### src/rtl/alu_seq_if.sv
// Request/response bundle between the EX stage and the sequential ALU.
// The master drives the operation; the slave returns the result and NZCV flags.
interface alu_seq_if #(
  parameter int N = 64
);
  logic         start;
  logic [3:0]   AluControl;
  logic [N-1:0] a;
  logic [N-1:0] b;
  logic         busy;
  logic         done;
  logic [N-1:0] result;
  logic         zero;
  logic         negative;
  logic         carry;
  logic         overflow;

  modport master (
    output start, AluControl, a, b,
    input  busy, done, result, zero, negative, carry, overflow
  );

  modport slave (
    input  start, AluControl, a, b,
    output busy, done, result, zero, negative, carry, overflow
  );
endinterface

### src/rtl/alu_seq.sv
// Registered multi-cycle ALU: single-cycle logic/arith/shift ops, iterative
// shift-add MUL and restoring UDIV/SDIV behind a start/busy/done handshake.
module alu_seq #(
  parameter int N   = 64,
  parameter int SHW = $clog2(N)
) (
  input  logic       clk,
  input  logic       reset,
  alu_seq_if.slave   bus
);

  localparam int CW = $clog2(N);
  localparam logic [N-1:0] MINV = {1'b1, {(N-1){1'b0}}};

  typedef enum logic [1:0] {S_IDLE, S_CALC, S_DONE} state_t;
  typedef enum logic [3:0] {
    OP_AND  = 4'b0000, OP_ORR  = 4'b0001, OP_ADD  = 4'b0010, OP_EOR  = 4'b0011,
    OP_LSL  = 4'b0100, OP_LSR  = 4'b0101, OP_SUB  = 4'b0110, OP_PASS = 4'b0111,
    OP_MUL  = 4'b1000, OP_UDIV = 4'b1001, OP_SDIV = 4'b1010
  } op_t;

  state_t        state, state_n;
  logic          mul_q, mul_n;
  logic [CW-1:0] cnt, cnt_n;
  logic [N-1:0]  ra, ra_n, rb, rb_n, acc, acc_n;
  logic [N-1:0]  res_q, res_n;
  logic          neg_q, neg_n, c_q, c_n, v_q, v_n;
  logic [N:0]    sum, diff, rem_t, rem_s;
  logic [N-1:0]  qfin, pfin;

  always_comb begin
    sum   = {1'b0, bus.a} + {1'b0, bus.b};
    diff  = {1'b0, bus.a} + {1'b0, ~bus.b} + {{N{1'b0}}, 1'b1};
    // ra doubles as dividend shifter and quotient collector during division
    rem_t = {acc, ra[N-1]};
    rem_s = rem_t - {1'b0, rb};
    qfin  = {ra[N-2:0], ~rem_s[N]};
    pfin  = rb[0] ? acc + ra : acc;

    state_n = state;
    mul_n   = mul_q;
    cnt_n   = cnt;
    ra_n    = ra;
    rb_n    = rb;
    acc_n   = acc;
    neg_n   = neg_q;
    res_n   = res_q;
    c_n     = c_q;
    v_n     = v_q;

    case (state)
      S_CALC: begin
        cnt_n = cnt + CW'(1);
        if (mul_q) begin
          acc_n = pfin;
          ra_n  = ra << 1;
          rb_n  = rb >> 1;
        end else begin
          ra_n  = qfin;
          acc_n = rem_s[N] ? rem_t[N-1:0] : rem_s[N-1:0];
        end
        if (cnt == CW'(N-1)) begin
          state_n = S_DONE;
          c_n     = 1'b0;
          v_n     = 1'b0;
          res_n   = mul_q ? pfin : (neg_q ? -qfin : qfin);
        end
      end
      default: begin
        state_n = S_IDLE;
        if (bus.start) begin
          state_n = S_DONE;
          c_n     = 1'b0;
          v_n     = 1'b0;
          case (op_t'(bus.AluControl))
            OP_AND:  res_n = bus.a & bus.b;
            OP_ORR:  res_n = bus.a | bus.b;
            OP_EOR:  res_n = bus.a ^ bus.b;
            OP_PASS: res_n = bus.b;
            OP_LSL:  res_n = bus.a << bus.b[SHW-1:0];
            OP_LSR:  res_n = bus.a >> bus.b[SHW-1:0];
            OP_ADD: begin
              res_n = sum[N-1:0];
              c_n   = sum[N];
              v_n   = (bus.a[N-1] == bus.b[N-1]) && (sum[N-1] != bus.a[N-1]);
            end
            OP_SUB: begin
              res_n = diff[N-1:0];
              c_n   = diff[N];
              v_n   = (bus.a[N-1] != bus.b[N-1]) && (diff[N-1] != bus.a[N-1]);
            end
            OP_MUL: begin
              state_n = S_CALC;
              mul_n   = 1'b1;
              cnt_n   = '0;
              ra_n    = bus.a;
              rb_n    = bus.b;
              acc_n   = '0;
              neg_n   = 1'b0;
            end
            OP_UDIV: begin
              if (bus.b == '0) begin
                res_n = '0;
              end else begin
                state_n = S_CALC;
                mul_n   = 1'b0;
                cnt_n   = '0;
                ra_n    = bus.a;
                rb_n    = bus.b;
                acc_n   = '0;
                neg_n   = 1'b0;
              end
            end
            OP_SDIV: begin
              if (bus.b == '0) begin
                res_n = '0;
              end else if (bus.a == MINV && bus.b == '1) begin
                res_n = bus.a;
              end else begin
                state_n = S_CALC;
                mul_n   = 1'b0;
                cnt_n   = '0;
                ra_n    = bus.a[N-1] ? -bus.a : bus.a;
                rb_n    = bus.b[N-1] ? -bus.b : bus.b;
                acc_n   = '0;
                neg_n   = bus.a[N-1] ^ bus.b[N-1];
              end
            end
            default: res_n = '1;
          endcase
        end
      end
    endcase
  end

  always_ff @(posedge clk) begin
    if (!reset) begin
      state <= S_IDLE;
      mul_q <= 1'b0;
      cnt   <= '0;
      ra    <= '0;
      rb    <= '0;
      acc   <= '0;
      neg_q <= 1'b0;
      res_q <= '0;
      c_q   <= 1'b0;
      v_q   <= 1'b0;
    end else begin
      state <= state_n;
      mul_q <= mul_n;
      cnt   <= cnt_n;
      ra    <= ra_n;
      rb    <= rb_n;
      acc   <= acc_n;
      neg_q <= neg_n;
      res_q <= res_n;
      c_q   <= c_n;
      v_q   <= v_n;
    end
  end

  assign bus.busy     = (state == S_CALC);
  assign bus.done     = (state == S_DONE);
  assign bus.result   = res_q;
  assign bus.zero     = (res_q == '0);
  assign bus.negative = res_q[N-1];
  assign bus.carry    = c_q;
  assign bus.overflow = v_q;

endmodule

### src/flat_wrapper.sv
// flat-port wrapper written by rule: the top's interface ports become plain ports
module alu_seq_flat 
#(
  parameter int N   = 64,
  parameter int SHW = $clog2(N)
)
  (clk, reset, bus_start, bus_AluControl, bus_a, bus_b, bus_busy, bus_done, bus_result, bus_zero, bus_negative, bus_carry, bus_overflow);
  alu_seq_if #(.N(N)) bus_i ();
  input  logic clk;
  input  logic reset;
  input wire logic [$bits(bus_i.start)-1:0] bus_start;
  input wire logic [$bits(bus_i.AluControl)-1:0] bus_AluControl;
  input wire logic [$bits(bus_i.a)-1:0] bus_a;
  input wire logic [$bits(bus_i.b)-1:0] bus_b;
  output wire logic [$bits(bus_i.busy)-1:0] bus_busy;
  output wire logic [$bits(bus_i.done)-1:0] bus_done;
  output wire logic [$bits(bus_i.result)-1:0] bus_result;
  output wire logic [$bits(bus_i.zero)-1:0] bus_zero;
  output wire logic [$bits(bus_i.negative)-1:0] bus_negative;
  output wire logic [$bits(bus_i.carry)-1:0] bus_carry;
  output wire logic [$bits(bus_i.overflow)-1:0] bus_overflow;
  assign bus_i.start = bus_start;
  assign bus_i.AluControl = bus_AluControl;
  assign bus_i.a = bus_a;
  assign bus_i.b = bus_b;
  assign bus_busy = bus_i.busy;
  assign bus_done = bus_i.done;
  assign bus_result = bus_i.result;
  assign bus_zero = bus_i.zero;
  assign bus_negative = bus_i.negative;
  assign bus_carry = bus_i.carry;
  assign bus_overflow = bus_i.overflow;
  alu_seq #(.N(N), .SHW(SHW)) u_core (.clk(clk), .reset(reset), .bus(bus_i));
endmodule
### config.mk
export PLATFORM = sky130hd
export DESIGN_NAME = alu_seq_flat
export DESIGN_NICKNAME = d
export VERILOG_FILES = /design/src/rtl/alu_seq_if.sv /design/src/rtl/alu_seq.sv /design/src/flat_wrapper.sv
export SDC_FILE = /design/constraint.sdc
export NUM_CORES = 2
export LEC_CHECK = 0
export BUFFER_PORTS_ARGS = -buffer_cell sky130_fd_sc_hd__buf_4
export CELL_PAD_IN_SITES_DETAIL_PLACEMENT = 0
export CELL_PAD_IN_SITES_GLOBAL_PLACEMENT = 1
export CORE_UTILIZATION = 45
export CTS_CLUSTER_SIZE = 14
export DETAILED_ROUTE_END_ITERATION = 12
export PLACE_DENSITY_LB_ADDON = 0.1
export SYNTH_ARGS = -nofsm -noshare
export SYNTH_HDL_FRONTEND = slang
export SYNTH_SLANG_ARGS = --single-unit
### constraint.sdc
create_clock -name clk -period 13.65 [get_ports clk]
set_input_delay 2.73 -clock clk [delete_from_list [all_inputs] [get_ports clk]]
set_output_delay 2.73 -clock clk [all_outputs]
set_load 0.02 [all_outputs]
==> results.yml <==
clocking:
  cts_inserted_buffers: 28
  numClockSinks: 268
  clock_path_buffers: 3
  clk_pin_slew_ns: 0.07
  root_buffer: "clkbuf_16"
  insertion_delay_ns: 0.59
  cts_setup_buffers: 0
  cts-htree-levels: 1
  ctsHoldBuffers: 0
  postCtsResizedCells: 0
  tritoncts: "yes"
logic_synthesis:
  synth_seq_cells: 268
  synth-edff-count: 0
  ys_seq_area_share_pct: 12.2
  avgSynthCellArea_um2: 6.81
  netlist_area_mm2: 0.0438
  synthCells: 6439
  synth_fp_nets: 6903
  yosysWarnings: 0
  ys_types: 96
  synthFlopType: "dfxtp_1"
  async_reset_ff_share_pct: 0
sta:
  tns_ns: 0
  fin_crit_sh_pct: 60.3
  worst_pin_slew_ns: 1.43
  period_minus_slack_ns: 8.24
  drv_slew: 0
  skew_ns: 0.0155
  setup_viol: 0
  worst_hold_slack_ns: 0.455
  finalWorstSetupSlack_ns: 5.41
  rsz0062_at_grt: "false"
  fmax_ghz: 0.121
  finalHoldViolations: 0
  max_slew_margin_pct: 4.47
floorplanning:
  fp.dieW_um: 314
  initial_utilization_pct: 45.4
  io_pins: 205
  design.core.area_mm2: 0.0966
  num_rows: 114
  die_area_mm2: 0.0987
  die_h_um: 314
route:
  viasPerCell: 7.32
  wl_per_cell_um: 33.9
  drt-initial-drc-count: 9994
  dr.pass1.iters: 8
  drtAntennaViolNets: 0
  drc: 0
  drt-total-wl_mm: 256
  via_count: 55400
global_route:
  antenna_found_initial: 18
  grt_use_total_pct: 49.3
  use_met1_pct: 66.9
  grt_max_degree: 150
  first_global_vias: 48800
  grt.met3_usage_pct: 16.4
  grt_overflow: 0
  use_met2_pct: 67.3
  busiest_layer: "met2"
  grt_pass1_wl_mm: 357
finish:
  drive_above_1_share_pct: 9.16
  fin_cells: 7565
  syn_to_final_growth_pct: 6.96
  final_nets: 6718
  nFillCells: 10100
  fin_area_mm2: 0.0469
worst_setup_path:
  arrival_ns: 8.73
  critPathRequiredTime_ns: 14.14
  r2r_setup_slack_ns: 7.08
  ff2ff_path_depth: 22
  critical_path_class: "input pin to flip-flop"
  r2r-end: "u_core.bus.result[56]$_SDFFE_PN0P_"
  end_kind: "flip-flop"
  cp-startpoint: "bus_b[0]"
  worst-path-max-fanout: 52
  crit_path_start_kind: "input pin"
  endpoint: "u_core.acc[61]$_SDFFE_PN0P_"
  r2r-start: "u_core.rb[0]$_SDFFE_PN0P_"
placed_design:
  dp_slack_ns: 4.54
  port_buffers: 204
  post_dp_cell_area_mm2: 0.0459
  dp_hpwl_mm: 199
  dpl.cell_count: 7500
  gp_congestion: 1.11
pwr:
  p_sw_share_pct: 52.7
  ir_drop_v: 0.000173
  p_int_mw: 2.26
  switchingPower_mw: 2.51
  p_leak_nw: 18.5
  power_frac_seq_pct: 19.4
  power_density_mw_per_mm2: 102
  pwr-share-clk_pct: 17.9
  pwr-share-comb_pct: 62.7
run:
  cap_viol_max_count: 0
run_status:
  status: "completed"
hold_path:
  worstHoldPathType: "flip-flop to flip-flop"
-- worst max-delay path: stages --
cell      delay [ns]
buf_6           0.22
clkinv_1        0.08
buf_4           0.46
ha_1            0.29
or3b_2          0.51
nor4_2          0.78
nand3_1         0.48
nor3_2          0.38
maj3_1          0.25
nor3_1          0.07
and2_1          0.52
nor2_4          0.19
buf_4           0.53
buf_4           0.58
nand2_1         0.13
and3_1          0.20
a221oi_1        0.24
-- logic make-up (layout without fill, tap and decap cells) --
logic type | count (synthesis) | count (layout) | synth area share (%)
compound gates | 2372 | 2372 | 35.0
simple gates | 2038 | 2038 | 21.0
buf+inv | 826 | 661 | 7.27
fa+ha+maj | 330 | 330 | 9.48
xor+xnor | 319 | 319 | 6.37
mux | 286 | 286 | 8.64
flops | 268 | 268 | 12.2
other cells | 0 | 15 | 0
-- layout make-up --
type	instances	area (µm²)	area share, %
Sequential cell	268	5370	11.5
Timing Repair Buffer	303	2290	4.89
Clock inverter	15	201	0.430
Multi-Input combinational cell	5345	35400	75.6
Antenna cell	15	37.5	0.0800
Tap cell	1276	1600	3.40
Inverter	308	1170	2.49
Clock buffer	35	788	1.68
-- state kept, by name, indices dropped and copies added (netlist names) --
register and count:
u_core.neg_q 1, u_core.bus.result 64, u_core.rb 64, u_core.ra 64, u_core.bus.carry 1, u_core.state 2, u_core.bus.overflow 1, u_core.mul_q 1
u_core.acc 64, u_core.cnt 6
-- metrics by stage --
step                      power [mW]  util (%)
final                           4.77      48.6
after floorplan                 2.74         -
after detailed placement        3.75      47.5
after global routing            4.92      48.5
after global placement          3.76      47.5
after CTS                       4.61      48.5
-- Yosys cell counts (all sizes together) (164+ instances only) --
master	n	area, µm²
dfxtp	268	5370
nand2	716	2690
nor2	669	2520
mux2i	168	1680
ha	325	4070
o21ai	493	2470
a21oi	725	3630
clkbuf	413	1550
o211ai	164	1230
xnor2	239	2090
inv	306	1150
-- metal layers --
layer,up-vias,wire length (µm)
met5,-,294
met2,4613,99600
met3,790,39100
li1,23600,-
met1,26400,99900
met4,18,17200
-- how the worst min path moves through the flow --
| stage | end | slack [ns] | cells past startpoint | from |
|---|---|---|---|---|
| floorplan | u_core.rb[1]$_SDFFE_PN0P_ | 0.43 | 2 | u_core.rb[1]$_SDFFE_PN0P_ |
| global placement | u_core.rb[60]$_SDFFE_PN0P_ | 0.44 | 2 | u_core.rb[60]$_SDFFE_PN0P_ |
| detailed placement | u_core.rb[1]$_SDFFE_PN0P_ | 0.45 | 2 | u_core.rb[1]$_SDFFE_PN0P_ |
| CTS | u_core.rb[1]$_SDFFE_PN0P_ | 0.45 | 2 | u_core.rb[1]$_SDFFE_PN0P_ |
| global route | u_core.rb[1]$_SDFFE_PN0P_ | 0.47 | 2 | u_core.rb[1]$_SDFFE_PN0P_ |
| finish | u_core.rb[1]$_SDFFE_PN0P_ | 0.45 | 2 | u_core.rb[1]$_SDFFE_PN0P_ |
-- power by group through the flow --
stage / Sequential, mW / Combinational [mW] / Clock [mW]
after floorplan: 0.910 / 1.83 / 0
after global placement: 0.937 / 2.83 / 0
after detailed placement: 0.937 / 2.82 / 0
after CTS: 0.920 / 2.84 / 0.850
after global routing: 0.927 / 3.11 / 0.880
final: 0.927 / 2.99 / 0.854
-- placed cells by master, fill, tap and decap left out, drive strengths merged, types with 109 or more instances in the layout --
master	n
nand2	716
mux2i	168
nand3	109
nor2	669
o21ai	493
ha	325
buf	303
nor3	109
o211ai	164
dfxtp	268
a21oi	725
xnor2	239
inv	308
(Power assumes the default switching activity.)
